$ cat src/rtl/kbd_proto.sv
// Keyboard-side protocol engine: reset handshake with the IOC, paced byte transmit,
// buffered key events and accumulated mouse motion sent as acknowledged byte pairs.
module kbd_proto #(
    parameter int          FIFO_DEPTH = 8,
    parameter logic [7:0]  KBID       = 8'h81,
    parameter logic [15:0] TX_GAP     = 16'd1000
) (
    input  logic       clkcpu,
    input  logic       rst_n,
    input  logic [7:0] kbd_out_data,
    input  logic       kbd_out_strobe,
    output logic [7:0] kbd_in_data,
    output logic       kbd_in_strobe,
    input  logic       key_strobe,
    input  logic [7:0] key_code,
    input  logic       key_up,
    input  logic       mouse_strobe,
    input  logic [7:0] mouse_dx,
    input  logic [7:0] mouse_dy,
    output logic [2:0] leds,
    output logic       overflow
);
    localparam int AW = $clog2(FIFO_DEPTH);
    localparam logic [AW:0] DEPTH_C = (AW+1)'(FIFO_DEPTH);
    localparam logic [7:0] HRST = 8'hFF;
    localparam logic [7:0] RAK1 = 8'hFE;
    localparam logic [7:0] RAK2 = 8'hFD;
    localparam logic [7:0] BACK = 8'h3F;
    localparam logic [7:0] RQID = 8'h20;
    localparam logic [7:0] RQMP = 8'h22;

    typedef enum logic [2:0] {
        HS_WAIT_HRST, HS_WAIT_RAK1, HS_WAIT_RAK2, IDLE, WAIT_BACK, WAIT_ACK
    } state_t;

    state_t            state_reg;
    logic              rx_valid_reg;
    logic [7:0]        rx_byte_reg;
    logic              tx_full_reg;
    logic [7:0]        tx_byte_reg;
    logic [15:0]       gap_cnt_reg;
    logic              key_en_reg;
    logic              mouse_en_reg;
    logic [7:0]        pend_byte_reg;
    logic [8:0]        fifo_mem [FIFO_DEPTH];
    logic [AW-1:0]     wr_ptr_reg;
    logic [AW-1:0]     rd_ptr_reg;
    logic [AW:0]       fifo_cnt_reg;
    logic signed [6:0] acc_x_reg;
    logic signed [6:0] acc_y_reg;

    logic       rx_go, rx_hrst, is_ack, fifo_empty, fifo_full;
    logic       key_go, mouse_go, rqmp_go, acc_clear, push_ok;
    logic [8:0] head;
    logic [3:0] key_nib;

    // A received byte is only acted on once the holding register is free,
    // so no command can ever need to queue a second byte.
    always_comb begin
        rx_go      = rx_valid_reg && !tx_full_reg;
        rx_hrst    = rx_go && (rx_byte_reg == HRST);
        is_ack     = (rx_byte_reg[7:2] == 6'b001100);
        fifo_empty = (fifo_cnt_reg == '0);
        fifo_full  = (fifo_cnt_reg == DEPTH_C);
        head       = fifo_mem[rd_ptr_reg];
        key_nib    = head[8] ? 4'hD : 4'hC;
        rqmp_go    = rx_go && (state_reg == IDLE) && (rx_byte_reg == RQMP);
        key_go     = (state_reg == IDLE) && !rx_go && !tx_full_reg && key_en_reg && !fifo_empty;
        mouse_go   = (state_reg == IDLE) && !rx_go && !tx_full_reg && mouse_en_reg && !key_go &&
                     ((acc_x_reg != 7'sd0) || (acc_y_reg != 7'sd0));
        acc_clear  = rx_hrst || rqmp_go || mouse_go;
        push_ok    = key_strobe && (!fifo_full || key_go) && !rx_hrst;
    end

    always_ff @(posedge clkcpu) begin
        if (!rst_n) begin
            rx_valid_reg <= 1'b0;
            rx_byte_reg  <= 8'h00;
        end else if (kbd_out_strobe) begin
            rx_valid_reg <= 1'b1;
            rx_byte_reg  <= kbd_out_data;
        end else if (rx_go) begin
            rx_valid_reg <= 1'b0;
        end
    end

    always_ff @(posedge clkcpu) begin
        if (push_ok)
            fifo_mem[wr_ptr_reg] <= {key_up, key_code};
    end

    always_ff @(posedge clkcpu) begin
        if (!rst_n || rx_hrst) begin
            wr_ptr_reg   <= '0;
            rd_ptr_reg   <= '0;
            fifo_cnt_reg <= '0;
        end else begin
            if (push_ok)
                wr_ptr_reg <= wr_ptr_reg + AW'(1);
            if (key_go)
                rd_ptr_reg <= rd_ptr_reg + AW'(1);
            case ({push_ok, key_go})
                2'b10:   fifo_cnt_reg <= fifo_cnt_reg + (AW+1)'(1);
                2'b01:   fifo_cnt_reg <= fifo_cnt_reg - (AW+1)'(1);
                default: fifo_cnt_reg <= fifo_cnt_reg;
            endcase
        end
        if (!rst_n)
            overflow <= 1'b0;
        else if (key_strobe && fifo_full && !key_go && !rx_hrst)
            overflow <= 1'b1;
    end

    function automatic logic signed [6:0] sat_add(input logic signed [6:0] a, input logic [7:0] d);
        logic signed [8:0] s;
        s = {a[6], a[6], a} + {d[7], d};
        if (s > 9'sd63)
            return 7'h3F;
        else if (s < -9'sd64)
            return 7'h40;
        else
            return s[6:0];
    endfunction

    // A delta arriving in the same cycle as a clear lands on the fresh zero.
    always_ff @(posedge clkcpu) begin
        if (!rst_n) begin
            acc_x_reg <= 7'sd0;
            acc_y_reg <= 7'sd0;
        end else if (mouse_strobe) begin
            acc_x_reg <= sat_add(acc_clear ? 7'sd0 : acc_x_reg, mouse_dx);
            acc_y_reg <= sat_add(acc_clear ? 7'sd0 : acc_y_reg, mouse_dy);
        end else if (acc_clear) begin
            acc_x_reg <= 7'sd0;
            acc_y_reg <= 7'sd0;
        end
    end

    always_ff @(posedge clkcpu) begin
        if (!rst_n) begin
            state_reg     <= HS_WAIT_HRST;
            tx_full_reg   <= 1'b0;
            tx_byte_reg   <= 8'h00;
            gap_cnt_reg   <= 16'd0;
            kbd_in_strobe <= 1'b0;
            kbd_in_data   <= 8'h00;
            leds          <= 3'b000;
            key_en_reg    <= 1'b0;
            mouse_en_reg  <= 1'b0;
            pend_byte_reg <= 8'h00;
        end else begin
            kbd_in_strobe <= 1'b0;
            if (gap_cnt_reg != 16'd0)
                gap_cnt_reg <= gap_cnt_reg - 16'd1;
            if (tx_full_reg && gap_cnt_reg == 16'd0) begin
                kbd_in_strobe <= 1'b1;
                kbd_in_data   <= tx_byte_reg;
                tx_full_reg   <= 1'b0;
                gap_cnt_reg   <= TX_GAP - 16'd1;
            end

            if (rx_hrst) begin
                tx_full_reg   <= 1'b1;
                tx_byte_reg   <= HRST;
                state_reg     <= HS_WAIT_RAK1;
                key_en_reg    <= 1'b0;
                mouse_en_reg  <= 1'b0;
                pend_byte_reg <= 8'h00;
            end else if (rx_go) begin
                case (state_reg)
                    HS_WAIT_HRST: ;
                    HS_WAIT_RAK1: begin
                        tx_full_reg <= 1'b1;
                        if (rx_byte_reg == RAK1) begin
                            tx_byte_reg <= RAK1;
                            state_reg   <= HS_WAIT_RAK2;
                        end else begin
                            tx_byte_reg <= HRST;
                        end
                    end
                    HS_WAIT_RAK2: begin
                        tx_full_reg <= 1'b1;
                        if (rx_byte_reg == RAK2) begin
                            tx_byte_reg  <= RAK2;
                            state_reg    <= IDLE;
                            key_en_reg   <= 1'b0;
                            mouse_en_reg <= 1'b0;
                        end else begin
                            tx_byte_reg <= HRST;
                            state_reg   <= HS_WAIT_RAK1;
                        end
                    end
                    IDLE: begin
                        if (is_ack) begin
                            key_en_reg   <= rx_byte_reg[0];
                            mouse_en_reg <= rx_byte_reg[1];
                        end else if (rx_byte_reg[7:3] == 5'd0) begin
                            leds <= rx_byte_reg[2:0];
                        end else if (rx_byte_reg == RQID) begin
                            tx_full_reg <= 1'b1;
                            tx_byte_reg <= KBID;
                        end else if (rx_byte_reg == RQMP) begin
                            tx_full_reg   <= 1'b1;
                            tx_byte_reg   <= {1'b0, acc_x_reg};
                            pend_byte_reg <= {1'b0, acc_y_reg};
                            state_reg     <= WAIT_BACK;
                        end
                    end
                    WAIT_BACK: begin
                        if (rx_byte_reg == BACK) begin
                            tx_full_reg <= 1'b1;
                            tx_byte_reg <= pend_byte_reg;
                            state_reg   <= WAIT_ACK;
                        end else begin
                            state_reg <= IDLE;
                        end
                    end
                    WAIT_ACK: begin
                        if (is_ack) begin
                            key_en_reg   <= rx_byte_reg[0];
                            mouse_en_reg <= rx_byte_reg[1];
                            state_reg    <= IDLE;
                        end
                    end
                    default: state_reg <= HS_WAIT_HRST;
                endcase
            end else if (key_go) begin
                tx_full_reg   <= 1'b1;
                tx_byte_reg   <= {key_nib, head[7:4]};
                pend_byte_reg <= {key_nib, head[3:0]};
                state_reg     <= WAIT_BACK;
            end else if (mouse_go) begin
                tx_full_reg   <= 1'b1;
                tx_byte_reg   <= {1'b0, acc_x_reg};
                pend_byte_reg <= {1'b0, acc_y_reg};
                state_reg     <= WAIT_BACK;
            end
        end
    end
endmodule

$ cat config.mk
export PLATFORM = sky130hd
export DESIGN_NAME = kbd_proto
export DESIGN_NICKNAME = d
export VERILOG_FILES = /design/src/rtl/kbd_proto.sv
export SDC_FILE = /design/constraint.sdc
export NUM_CORES = 1
export LEC_CHECK = 0
export ABC_AREA = 1
export CAP_MARGIN = 20
export CORE_ASPECT_RATIO = 1.4
export CORE_MARGIN = 4
export CORE_UTILIZATION = 50
export CTS_CLUSTER_DIAMETER = 40
export DETAILED_ROUTE_END_ITERATION = 10
export PLACE_DENSITY_LB_ADDON = 0.25
export RECOVER_POWER = 25
export SYNTH_ARGS = -nofsm -noshare
export SYNTH_HDL_FRONTEND = slang
export SYNTH_SLANG_ARGS = --single-unit
$ cat constraint.sdc
create_clock -name clkcpu -period 8.8 [get_ports clkcpu]
set_input_delay 1.76 -clock clkcpu [delete_from_list [all_inputs] [get_ports clkcpu]]
set_output_delay 1.76 -clock clkcpu [all_outputs]
set_load 0.05 [all_outputs]
==> results.md <==
* Outcome: finished, final reports clean
* Latest clock arrival within the worst-skew pair at 430 ps
* Worst R2R End: acc_y_reg[4]
* DRC at 0
* Final Hold Violating Endpoints at 0
* PortBufs at 50
* R2R cell count at 20
* Vias/cell at 5.172
* Setup WS pre-CTS at 4875 ps
* Power Dens Cells at 223.6 nW/um^2
* Worst hold stages at 1
* Drt pass-1 iters at 5
* Number of global-route vias before repair at 6627
* Layout Skew at 6.943 ps
* Top cells by area, synth: edfxtp_1 (26%), dfxtp_1 (21%), nand2_1 (13%)
* Critical path data required time at 9120 ps
* Boundary Pins at 51
* Syn_area_per_cell at 7.639 sq um
* Slowest stage delay, CP at 410 ps
* Final setup vio count at 0
* Critical Path, Cell by Cell: nand2_1 -> nor2_2 -> nand2_1 -> nor2_1 -> nor2_2 -> nand2_2 -> inv_1 -> nand2_1 -> inv_1 -> ha_1 -> nand2_1 -> inv_1 -> a21oi_1 -> nand3_1 -> nand2_1 -> nand2_1 -> nand2_1 -> nand2_1 -> inv_1 -> a21oi_1
* Setup_tns at 0 ps
* Clk sinks at 159
* Buf/Inv on CP at 4
* Clk pin slew, worst setup/hold paths at 70 ps
* Kind of critical path: register to register
* Initial Util at 51.11%
* Setup Buffers After CTS at 0
* Commonest non-fill, non-tap cell in the layout: nand2_1
* Seq cells post-synth at 159
* Area growth, synth to finish at 14.65%
* WL final at 18280 um
* Reg-to-reg startpoint: rx_byte_reg[5]
* Crit-path most repeated cell: nand2_1
* RSZ-0062 raised after global routing: no
* Final Cycle Share at 39.77%
* Routed WL per cell at 13.70 um
* Remaining global-route overflow at 0
* Final Max Tran Viols at 0
* Starting DRT DRC Count at 382
* Rows at 55
* Synthesized net count at 1146
* Seq/Total Area, Yosys at 47.23%
* Fill count at 1494
* Predominant post-synthesis flop cell: dfxtp_1
* Detailed Place HPWL at 13240 um
* Die width at 116.7 um
* Die height at 160.1 um
* Max Fclk at 285.7 MHz
* Core footprint at 16170 sq um
* Async SR Flop Fraction at 0%
* ANT cells at 0
* Clk root buf: clkbuf_16
* Routability Congestion at 0.9275
* Cts bufs inserted at 17
* Cells after Synth at 1082
* Peak VDD IR at 0.0001955 V
* Largest net degree at the start of global routing at 44
* First-pass GRT wire length at 30630 um
* Top-area cell type share of the netlist area at 26.16%
* Count of flip-flops with a built-in enable after synthesis at 72
* Final design utilization at 58.60%
* Crit-path slowest cell: nor2_1
* CP top delay family: simple AND/OR/NAND/NOR gates
* CTS H-Tree Depth at 4
* Post-Syn Area at 8265 sq um
* GRT Util Overall at 20.52%
* Post_cts resized at 0
* Worst setup margin at 5300 ps
* Die Area at 18680 sq um
* Worst slew margin at 32.97%
* HP Start: rd_ptr_reg[2]
* Hold buffers post-CTS at 0
* HP Class: register to register
* Slew at the pin with the worst max-slew slack at 1004 ps
* Most frequent cells in the layout: nand2_1 (286), nor2_1 (178), inv_1 (98), dfxtp_1 (87)
* Startpoint types: register
* R2R setup slack at 5300 ps
* CTS tree: yes
* Nets at 1186
* YS warnings at 0
* Leading area contributor after synthesis: edfxtp_1
* Max_cap viols at 0
* Initial antenna violation count at 0
* Clock Path Buffers at 2
* CP max FO at 23
* Pleak at 4.118 nW
* Share of cells above drive strength 1 at 5.551%
* Post-synthesis cell type count at 42
* Tmin final at 3500 ps
* Detail Route Antenna Nets at 0
* Crit end category: register
* Routed via count at 6900
* Critical path arrival at 3820 ps
* Max reg flops at 72
[cells by family (layout without fill, tap and decap cells)]
logic type	count (synthesis)	in the layout	share of synthesized area, %
AND/OR/NAND/NOR	574	574	29.53
AO/OA/AOI/OAI	170	170	10.73
flip-flops	159	159	47.23
buffers and inverters	136	189	6.494
adder cells (fa/ha/maj)	26	26	4.208
XOR/XNOR	17	17	1.801
[final cells by class]
cell class	count	area, sq um	share of cell area, %
inverters	105	394.1	4.159
repair buffers	52	515.5	5.440
clock inverters	15	163.9	1.730
flip-flops and latches	159	3904	41.19
well taps	199	249.0	2.627
multi-input cells	787	3825	40.36
clock buffers	17	425.4	4.489
[worst register-to-register path: stages, from the launching register on]
cell and delay, ps:
dfxtp_1 370, nand2_1 100, nor2_2 230, nand2_1 190, nor2_1 410, nor2_2 110, nand2_2 340, inv_1 110
nand2_1 90, inv_1 70, ha_1 370, nand2_1 130, inv_1 40, a21oi_1 190, nand3_1 140, nand2_1 90
nand2_1 50, nand2_1 50, nand2_1 60, inv_1 160, a21oi_1 90
[per-layer routing]
layer / vias to the layer above / wire (um) / track usage (%) / share of wire [%]
met3: 38 / 619 / 4.738 / 3.4
met2: 131 / 9585 / 36.33 / 52
met1: 3120 / 7556 / 23.26 / 41
met4: 0 / 516 / 8.555 / 2.8
met5: - / 0 / 0 / 0
li1: 3611 / - / - / -
[through the flow]
| stage | instances | hold WS [ps] | cell area, sq um | power, W |
|---|---|---|---|---|
| final | 1334 | 448.9 | 9477 | 0.002119 |
| after global routing | 1334 | 475.9 | 9477 | 0.002243 |
| after CTS | 1334 | 448.5 | 9477 | 0.002132 |
| after detailed placement | 1302 | 435.5 | 8887 | 0.001402 |
| after global placement | 1302 | 427.3 | 8887 | 0.001395 |
| after floorplan | 1082 | 411.6 | 8265 | 0.001285 |
[how the worst max path moves through the flow]
stage | startpoint | depth (start not counted) | slack (ps) | to
6_report | rx_byte_reg[5] | 20 | 5300 | acc_y_reg[4]
3_5_place_dp | key_strobe | 4 | 4870 | fifo_mem[2][3]
2_1_floorplan | mouse_dx[0] | 12 | 5600 | acc_x_reg[0]
3_3_place_gp | key_strobe | 4 | 4920 | fifo_mem[2][3]
4_1_cts | rx_byte_reg[5] | 20 | 5330 | acc_y_reg[2]
5_1_grt | rx_byte_reg[5] | 19 | 4940 | acc_x_reg[1]
[cell usage after synthesis (3+ instances only)]
| master | count |
|---|---|
| buf_2 | 9 |
| nor3_1 | 13 |
| a21oi_1 | 71 |
| xor2_1 | 13 |
| ha_1 | 23 |
| edfxtp_1 | 72 |
| xnor2_1 | 4 |
| nor4_1 | 4 |
| a211oi_1 | 6 |
| clkbuf_1 | 19 |
| nor2_2 | 6 |
| o21ai_1 | 12 |
| nand3_2 | 3 |
| dfxtp_1 | 87 |
| fa_1 | 3 |
| nor2_1 | 178 |
| nand2_1 | 286 |
| nor2_8 | 3 |
| inv_1 | 98 |
| inv_2 | 6 |
| nand4_1 | 10 |
| o21ai_0 | 72 |
| nand3_1 | 59 |
[report_power, final]
| group | internal, W | switching (W) | total [W] |
|---|---|---|---|
| registers | 0.000834 | 0.0000491 | 0.000883 |
| logic | 0.000186 | 0.000318 | 0.000505 |
| clock network | 0.000403 | 0.000327 | 0.000731 |
(Power assumes the default switching activity.)
